File: src/rtl/fetch_unit_v2.sv
// Instruction-fetch stage: owns the PC, drives an async-read instruction memory and
// registers decoded fields into IF/ID. Supports stall, redirect flush, LDM capture and one interrupt level.
module fetch_unit_v2 #(
  parameter int                ADDR_W       = 32,
  parameter logic [ADDR_W-1:0] PC_STEP      = ADDR_W'(1),
  parameter logic [ADDR_W-1:0] RESET_VECTOR = ADDR_W'(32'h20),
  parameter logic [ADDR_W-1:0] INT_VECTOR   = ADDR_W'(32'h0),
  parameter logic [4:0]        NOP_OPCODE   = 5'b00000
) (
  input  logic              clk,
  input  logic              reset,
  input  logic              enable,
  input  logic              branch_taken,
  input  logic [ADDR_W-1:0] branch_target,
  input  logic              ret_taken,
  input  logic [ADDR_W-1:0] ret_pc,
  input  logic              interrupt,
  input  logic              ldm_signal,
  output logic [ADDR_W-1:0] imem_addr,
  input  logic [15:0]       imem_rdata,
  output logic              ifid_valid,
  output logic [ADDR_W-1:0] ifid_pc_next,
  output logic [4:0]        ifid_opcode,
  output logic [2:0]        ifid_rs,
  output logic [2:0]        ifid_rd,
  output logic [4:0]        ifid_shamt,
  output logic [15:0]       ifid_imm,
  output logic              ifid_imm_valid,
  output logic              int_ack,
  output logic [ADDR_W-1:0] int_ret_pc
);

  typedef struct packed {
    logic              valid;
    logic [ADDR_W-1:0] pc_next;
    logic [4:0]        opcode;
    logic [2:0]        rs;
    logic [2:0]        rd;
    logic [4:0]        shamt;
  } ifid_t;

  typedef enum logic [2:0] {ACT_SEQ, ACT_STALL, ACT_RET, ACT_BR, ACT_LDM, ACT_INT} act_e;

  localparam ifid_t IFID_BUBBLE = '{valid: 1'b0, pc_next: '0, opcode: NOP_OPCODE,
                                    rs: '0, rd: '0, shamt: '0};

  logic [ADDR_W-1:0] r_pc;
  ifid_t             r_ifid;
  logic [15:0]       r_imm;
  logic              r_imm_valid;
  logic              r_int_ack;
  logic [ADDR_W-1:0] r_int_ret_pc;
  logic              r_int_pending;
  logic              r_in_isr;

  act_e              w_act;
  logic              w_pend;
  logic [ADDR_W-1:0] w_pc_inc;
  ifid_t             w_fetched;

  // A request arriving on the entry edge itself is used immediately (latch-and-use).
  assign w_pend   = r_int_pending | interrupt;
  assign w_pc_inc = r_pc + PC_STEP;

  // NOTE: every combinational output gets a default first so no path can infer a latch.
  always_comb begin
    w_act = ACT_SEQ;
    if (ret_taken)                  w_act = ACT_RET;
    else if (branch_taken)          w_act = ACT_BR;
    else if (!enable)               w_act = ACT_STALL;
    else if (ldm_signal)            w_act = ACT_LDM;
    else if (w_pend && !r_in_isr)   w_act = ACT_INT;
  end

  always_comb begin
    w_fetched = '{valid: 1'b1, pc_next: w_pc_inc, opcode: imem_rdata[15:11],
                  rs: imem_rdata[10:8], rd: imem_rdata[7:5], shamt: imem_rdata[4:0]};
  end

  // NOTE: sequential state uses non-blocking assignments so all registers update from pre-edge values.
  always_ff @(posedge clk) begin
    if (reset) begin
      r_pc          <= RESET_VECTOR;
      r_ifid        <= IFID_BUBBLE;
      r_imm         <= '0;
      r_imm_valid   <= 1'b0;
      r_int_ack     <= 1'b0;
      r_int_ret_pc  <= '0;
      r_int_pending <= 1'b0;
      r_in_isr      <= 1'b0;
    end else begin
      r_int_ack     <= 1'b0;
      r_int_pending <= w_pend;
      unique case (w_act)
        ACT_RET: begin
          r_pc        <= ret_pc;
          r_ifid      <= IFID_BUBBLE;
          r_imm_valid <= 1'b0;
          r_in_isr    <= 1'b0;
        end
        ACT_BR: begin
          r_pc        <= branch_target;
          r_ifid      <= IFID_BUBBLE;
          r_imm_valid <= 1'b0;
        end
        ACT_LDM: begin
          r_pc        <= w_pc_inc;
          r_ifid      <= IFID_BUBBLE;
          r_imm       <= imem_rdata;
          r_imm_valid <= 1'b1;
        end
        ACT_INT: begin
          // The word fetched at r_pc is dropped and re-fetched after the ISR returns.
          r_int_ret_pc  <= r_pc;
          r_pc          <= INT_VECTOR;
          r_ifid        <= IFID_BUBBLE;
          r_imm_valid   <= 1'b0;
          r_int_ack     <= 1'b1;
          r_int_pending <= 1'b0;
          r_in_isr      <= 1'b1;
        end
        ACT_STALL: begin
        end
        default: begin
          r_pc        <= w_pc_inc;
          r_ifid      <= w_fetched;
          r_imm_valid <= 1'b0;
        end
      endcase
    end
  end

  assign imem_addr      = r_pc;
  assign ifid_valid     = r_ifid.valid;
  assign ifid_pc_next   = r_ifid.pc_next;
  assign ifid_opcode    = r_ifid.opcode;
  assign ifid_rs        = r_ifid.rs;
  assign ifid_rd        = r_ifid.rd;
  assign ifid_shamt     = r_ifid.shamt;
  assign ifid_imm       = r_imm;
  assign ifid_imm_valid = r_imm_valid;
  assign int_ack        = r_int_ack;
  assign int_ret_pc     = r_int_ret_pc;

endmodule

File: config.mk
export PLATFORM = sky130hd
export DESIGN_NAME = fetch_unit_v2
export DESIGN_NICKNAME = d
export VERILOG_FILES = /design/src/rtl/fetch_unit_v2.sv
export SDC_FILE = /design/constraint.sdc
export NUM_CORES = 1
export LEC_CHECK = 0
export BUFFER_PORTS_ARGS = -buffer_cell sky130_fd_sc_hd__buf_2
export CAP_MARGIN = 10
export CORE_ASPECT_RATIO = 0.8
export CORE_MARGIN = 2
export CORE_UTILIZATION = 30
export CTS_BUF_LIST = sky130_fd_sc_hd__clkbuf_8
export CTS_CLUSTER_DIAMETER = 60
export DETAILED_ROUTE_END_ITERATION = 7
export PLACE_DENSITY = 0.54
export SYNTH_ARGS = -nofsm -noshare
export SYNTH_HDL_FRONTEND = slang
export SYNTH_SLANG_ARGS = --single-unit
File: constraint.sdc
create_clock -name clk -period 2.9 [get_ports clk]
set_clock_uncertainty 0.15 [all_clocks]
set_input_delay 0.145 -clock clk [delete_from_list [all_inputs] [get_ports clk]]
set_output_delay 0.145 -clock clk [all_outputs]
set_load 0.02 [all_outputs]
==> qor.txt, run 1 <==
run status: finished clean
drt wl/cell: 17.23 um
Sink Count: 133
Initial Utilization: 30.57%
ys async rst share: 0%
Slowest-stage cell, CP: dlygate4sd3_1
Top FF cell, synth: dfxtp_1
Fmax: 385.2 MHz
FF+latch count, synth: 133
Slew Limit Headroom: 53.92%
Bufs on Longest Clock Path: 2
grt ovf: 0
sequential area share after synthesis: 43.99%
latest clock arrival within the worst-skew pair: 0.45 ns
slew of the pin with the lowest slew margin: 0.6880 ns
largest fanout on the critical path: 9
Final Non-Filler Cells: 1,307
final hold slack: 0.03926 ns
period utilization: 89.52%
startpoint types: register
1st-iter DRT viols: 555
ratio of cells with drive above 1 in the final layout: 28.28%
Setup TNS Final: 0 ns
initial antenna violation count: 1
Worst Path Arrival: 2.83 ns
Mapped Nets: 843
most common cell after layout, fill and taps aside: buf_2
Setup violations, final: 0
synth unique cells: 64
dpl cells: 1,202
number of global-route vias before repair: 6,103
full die area: 0.02134 mm2
PwrDens: 484.6 mW/mm2
DR pass1 iterations: 5
num rows: 46
IR drop worst, VDD: 0.2232 mV
IO Pins: 218
H-tree levels: 4
RSZ-0062 raised after global routing: false
CP Cell Sequence: ha_1 -> and3_1 -> nand3_2 -> nor3_1 -> a222oi_1 -> dlygate4sd3_1 -> o2bb2ai_1
syn avg cell area: 8.018 um2
Overall Global Routing Usage: 21.06%
final WL: 22,520 um
yosys warns: 0
CP max stage delay: 0.61 ns
core area: 0.01980 mm2
crit-path leading delay family: simple AND/OR/NAND/NOR gates
commonest non-fill, non-tap cells in the layout: buf_2, nand2_1, dfxtp_1
drt drc: 0
CP endpoint kind: register
IO Port Bufs: 217
Final ANT Viol Nets: 0
Clock transition at path regs: 0.08 ns
Buffers & Inverters on Critical Path: 1
CTS tree: built
# diodes: 0
global-route wire length before repair: 34,620 um
die width: 162.8 um
Tmin final: 2.596 ns
HP Class: in -> reg
Post-Syn Area: 0.006053 mm2
DP Worst Slack: 0.5887 ns
DP Wirelength: 16,040 um
height of the die: 131.1 um
Setup Fix Bufs, Post-CTS: 0
LEAKAGE: 3.607 nW
CP Class: reg -> reg
DR vias: 6,576
CTS root buffer: clkbuf_8
largest net degree at the start of global routing: 54
Max Slew Vio Count: 0
Area growth syn-to-layout: 42.39%
CTS buffer count: 17
max_cap viols: 0
Vias/cell: 5.031
EDFF count, synth: 0
gpl congestion: 0.8373
WP data required: 3.13 ns
Mapped Cells: 755
Final Worst Setup Slack: 0.3040 ns
Layout Nets: 1,119
Fin. Hold Viols: 0
==> path summary, 6_finish.rpt <==
check	end	slack [ns]	depth (start not counted)	from
min reg2reg	int_ret_pc[9]	0.30	2	int_ret_pc[9]
min	ifid_valid	0.04	4	ldm_signal
max reg2reg	imem_addr[12]	0.30	7	imem_addr[1]
max	imem_addr[12]	0.30	7	imem_addr[1]
==> flip-flops by register name, summed over array words and instances (netlist names), 3 cells and up <==
name / cells
int_ret_pc: 32
imem_addr: 32
ifid_rd: 3
ifid_rs: 3
ifid_opcode: 5
ifid_imm: 16
ifid_shamt: 5
ifid_pc_next: 32
==> final cells by class <==
type	instances	area, um2
flip-flops and latches	133	2663
repair buffers	321	2054
clock buffers	20	275.3
clock inverters	11	135.1
well taps	264	330.3
multi-input cells	549	3128
inverters	9	33.78
fillers	2074	11180
==> per-stage QoR <==
step,power (mW),instance area (um2),utilization (%)
2_1_floorplan,2.251,6053,-
3_3_place_gp,2.483,7458,37.67
3_5_place_dp,2.484,7458,37.67
4_1_cts,4.230,8610,43.48
5_1_grt,4.360,8620,43.54
6_report,4.177,8620,43.54
==> cell usage after synthesis, drive strengths merged, types with 2 or more instances <==
cell	count	area share, %
nand2b	4	0.41
o41ai	2	0.29
a221o	2	0.33
or3	8	0.83
nand2	136	8.4
o211ai	5	0.62
o2bb2ai	2	0.29
nand4b	3	0.43
nor2	59	3.7
o32ai	2	0.29
and3	8	0.83
a22oi	32	4.0
nor3b	13	1.6
a221oi	4	0.58
inv	9	0.56
a31oi	3	0.31
or4	4	0.50
xor2	14	2.0
nor3	19	1.9
a21oi	90	7.4
buf	24	2.0
or2	3	0.31
nand4	7	1.1
and2	2	0.21
o31a	3	0.43
nand3	25	2.2
xnor2	14	2.0
nor2b	3	0.31
a22o	6	0.87
mux2i	2	0.33
dfxtp	133	44
clkbuf	40	2.5
nor4	7	0.97
a222oi	6	0.99
o21ai	42	3.5
and4	3	0.43
==> repair_timing <==
item,in CTS,in global routing
hold buffers,74,0
resized for setup,0,2
endpoints found under the setup margin,0,2
hold endpoints to repair,64,0
==> per-layer routing <==
layer | vias to the layer above | wire length, um | track usage [%]
met5 | - | 13 | 0
met2 | 239 | 9600 | 31.70
li1 | 3222 | - | -
met3 | 23 | 1718 | 5.442
met4 | 2 | 260 | 5.570
met1 | 3090 | 10920 | 29.98
==> power by group <==
part           internal [mW]  switching, mW
Sequential              1.87         0.0713
Combinational          0.265          0.326
Clock                  0.903          0.740
==> worst reg2reg max path, cell delays in order, from the launching register on <==
cell           delay, ns
dfxtp_1             0.46
ha_1                0.28
and3_1              0.28
nand3_2             0.25
nor3_1              0.26
a222oi_1            0.12
dlygate4sd3_1       0.61
o2bb2ai_1           0.13
==> logic make-up after synthesis <==
| family | count (synthesis) | share of synthesized area, % |
|---|---|---|
| buf+inv | 73 | 5.064 |
| fa+ha+maj | 1 | 0.2067 |
| mux | 3 | 0.5167 |
| flops | 133 | 43.99 |
| compound gates | 209 | 21.37 |
| simple gates | 308 | 24.80 |
| xor+xnor | 28 | 4.051 |
Power figures use the tool's default switching activity.
==> run 2, diff against run 1 <==
--- a/config.mk
+++ b/config.mk
@@ -13,7 +13,7 @@
 export CTS_BUF_LIST = sky130_fd_sc_hd__clkbuf_8
 export CTS_CLUSTER_DIAMETER = 60
 export DETAILED_ROUTE_END_ITERATION = 7
-export PLACE_DENSITY = 0.54
+export PLACE_DENSITY = 0.56
 export SYNTH_ARGS = -nofsm -noshare
 export SYNTH_HDL_FRONTEND = slang
 export SYNTH_SLANG_ARGS = --single-unit
==> constraint.sdc (replaced) <==
create_clock -name clk -period 2.1 [get_ports clk]
set_clock_uncertainty 0.15 [all_clocks]
set_input_delay 0.105 -clock clk [delete_from_list [all_inputs] [get_ports clk]]
set_output_delay 0.105 -clock clk [all_outputs]
set_load 0.02 [all_outputs]
==> run 2 against run 1 <==
Worst hold slack got worse by 0.023 ns. Setup slack lost 0.23 ns. First-iteration DRC count up 6.7%. Cell count is 2.8% higher. Sequential power grew 36%. Global-route usage fell by 0.055 points. Flip-flop and latch count is the same. Sequential share of layout area down 1.1 points.
==> qor.txt, run 2 (synthesis results as in run 1) <==
commonest non-fill, non-tap cells in the layout: buf_2, nand2_1, dfxtp_1 (unchanged)
drt wl/cell: 17.15 um (was 17.23 um)
ratio of cells with drive above 1 in the final layout: 30.86% (was 28.28%)
final hold slack: 0.01656 ns (was 0.03926 ns)
IO Port Bufs: 217 (unchanged)
post-placement cell area: 0.007702 mm2 (was 0.007458 mm2)
Fin. Hold Viols: 0 (unchanged)
startpoint types: input pin (was register)
HP Class: in -> reg (unchanged)
most common cell after layout, fill and taps aside: buf_2 (unchanged)
Bufs on Longest Clock Path: 2 (unchanged)
drt drc: 0 (unchanged)
CTS tree: built (unchanged)
H-tree levels: 4 (unchanged)
largest fanout on the critical path: 14 (was 9)
CP max stage delay: 0.59 ns (was 0.61 ns)
number of global-route vias before repair: 6,309 (was 6,103)
DR vias: 6,752 (was 6,576)
Max Slew Vio Count: 0 (unchanged)
Setup Fix Bufs, Post-CTS: 0 (unchanged)
latest clock arrival within the worst-skew pair: 0.46 ns (was 0.45 ns)
LEAKAGE: 3.779 nW (was 3.607 nW)
Buffers & Inverters on Critical Path: 4 (was 1)
Multi-input gate area: 0.003144 mm2 (was 0.003128 mm2)
CTS root buffer: clkbuf_8 (unchanged)
final WL: 23,030 um (was 22,520 um)
register area: 0.002666 mm2 (was 0.002663 mm2)
IO Pins: 218 (unchanged)
Tmin final: 2.022 ns
period utilization: 96.28%
Final Non-Filler Cells: 1,343 (was 1,307)
final core utilization: 45.15% (was 43.54%)
# diodes: 0 (unchanged)
Sink Count: 133 (unchanged)
Slowest-stage cell, CP: dlygate4sd3_1 (unchanged)
CP startpoint: enable (was imem_addr[1])
dpl cells: 1,230 (was 1,202)
CP Cell Sequence: dlygate4sd3_1 -> buf_2 -> buf_4 -> nor3b_1 -> a21oi_1 -> nor2_1 -> a21oi_1 -> dlygate4sd3_1 -> o221ai_1 (was ha_1 -> and3_1 -> nand3_2 -> nor3_1 -> a222oi_1 -> dlygate4sd3_1 -> o2bb2ai_1)
Worst Path Arrival: 2.19 ns (was 2.83 ns)
height of the die: 131.1 um (unchanged)
Initial Utilization: 30.57% (unchanged)
1st-iter DRT viols: 592 (was 555)
Area growth syn-to-layout: 47.68% (was 42.39%)
Clock transition at path regs: 0.07 ns (was 0.08 ns)
run status: finished clean (unchanged)
Worst Hold Launch: branch_target[31] (was ldm_signal)
Slew Limit Headroom: 35.80% (was 53.92%)
CP Class: in -> reg (was reg -> reg)
DP Wirelength: 16,360 um (was 16,040 um)
finished layout cell area: 0.008940 mm2 (was 0.008620 mm2)
gpl congestion: 0.8711 (was 0.8373)
r2r startpoint: imem_addr[2] (was imem_addr[1])
full die area: 0.02134 mm2 (unchanged)
Layout Nets: 1,154 (was 1,119)
fillers: 2,001 (was 2,074)
core area: 0.01980 mm2 (unchanged)
initial antenna violation count: 0 (was 1)
largest net degree at the start of global routing: 41 (was 54)
IR drop worst, VDD: 0.3366 mV (was 0.2232 mV)
slew of the pin with the lowest slew margin: 0.9587 ns (was 0.6880 ns)
RSZ-0062 raised after global routing: false (unchanged)
Vias/cell: 5.028 (was 5.031)
CP endpoint kind: register (unchanged)
num rows: 46 (unchanged)
PwrDens: 648.6 mW/mm2 (was 484.6 mW/mm2)
Overall Global Routing Usage: 21.01% (was 21.06%)
Setup violations, final: 0 (unchanged)
max_cap viols: 0 (unchanged)
DR pass1 iterations: 8 (was 5)
global-route wire length before repair: 34,780 um (was 34,620 um)
Final ANT Viol Nets: 0 (unchanged)
CTS buffer count: 17 (unchanged)
crit-path leading delay family: buffers and inverters (was simple AND/OR/NAND/NOR gates)
Fmax: 494.6 MHz
die width: 162.8 um (unchanged)
WP data required: 2.26 ns (was 3.13 ns)
grt ovf: 0 (unchanged)
Setup TNS Final: 0 ns (unchanged)
run 2: path summary, 6_finish.rpt:
kind              slack [ns]  cells after the start            end
hold reg to reg         0.30                      2    ifid_imm[4]
hold / removal          0.02                      5  imem_addr[31]
setup / recovery        0.08                      9  imem_addr[26]
setup reg to reg        0.10                      6  imem_addr[28]
run 2: area by class of cell:
class                   count  share of cell area, %
clock buffers              20                  3.079
repair buffers            356                  26.40
well taps                 264                  3.695
inverters                   9                 0.3779
clock inverters            12                  1.456
multi-input cells         549                  35.17
flip-flops and latches    133                  29.83
run 2: worst register-to-register path: stages (launching register included):
cell,delay [ns]
dfxtp_1,0.46
buf_4,0.18
nand3_1,0.15
nor2_1,0.31
nand3_2,0.14
or4_1,0.41
a31oi_1,0.12
run 2: power breakdown:
part | switching (mW) | internal [mW] | leakage, nW
Sequential | 0.0554 | 2.59 | 1.08
Combinational | 0.508 | 0.415 | 2.49
Clock | 1.09 | 1.15 | 0.204
Total | 1.65 | 4.15 | 3.78
run 2: through the flow:
stage	power (mW)	setup slack [ns]
after floorplan	3.110	0.01025
after global placement	3.482	0.1134
after detailed placement	3.483	0.07941
after CTS	5.841	0.03555
after global routing	6.041	0.003451
final	5.799	0.07815
run 2: per-layer routing:
layer / global-route usage, % / routed length (um)
met5: 0 / 0
met4: 5.778 / 270
met3: 6.291 / 1821
met2: 32.25 / 10110
met1: 28.77 / 10830
run 2: timing repair:
action	4_1_cts	5_1_grt
hold buffers	81	0
endpoints found under the hold margin	74	0
resized for setup	0	7
setup endpoints to repair	0	15
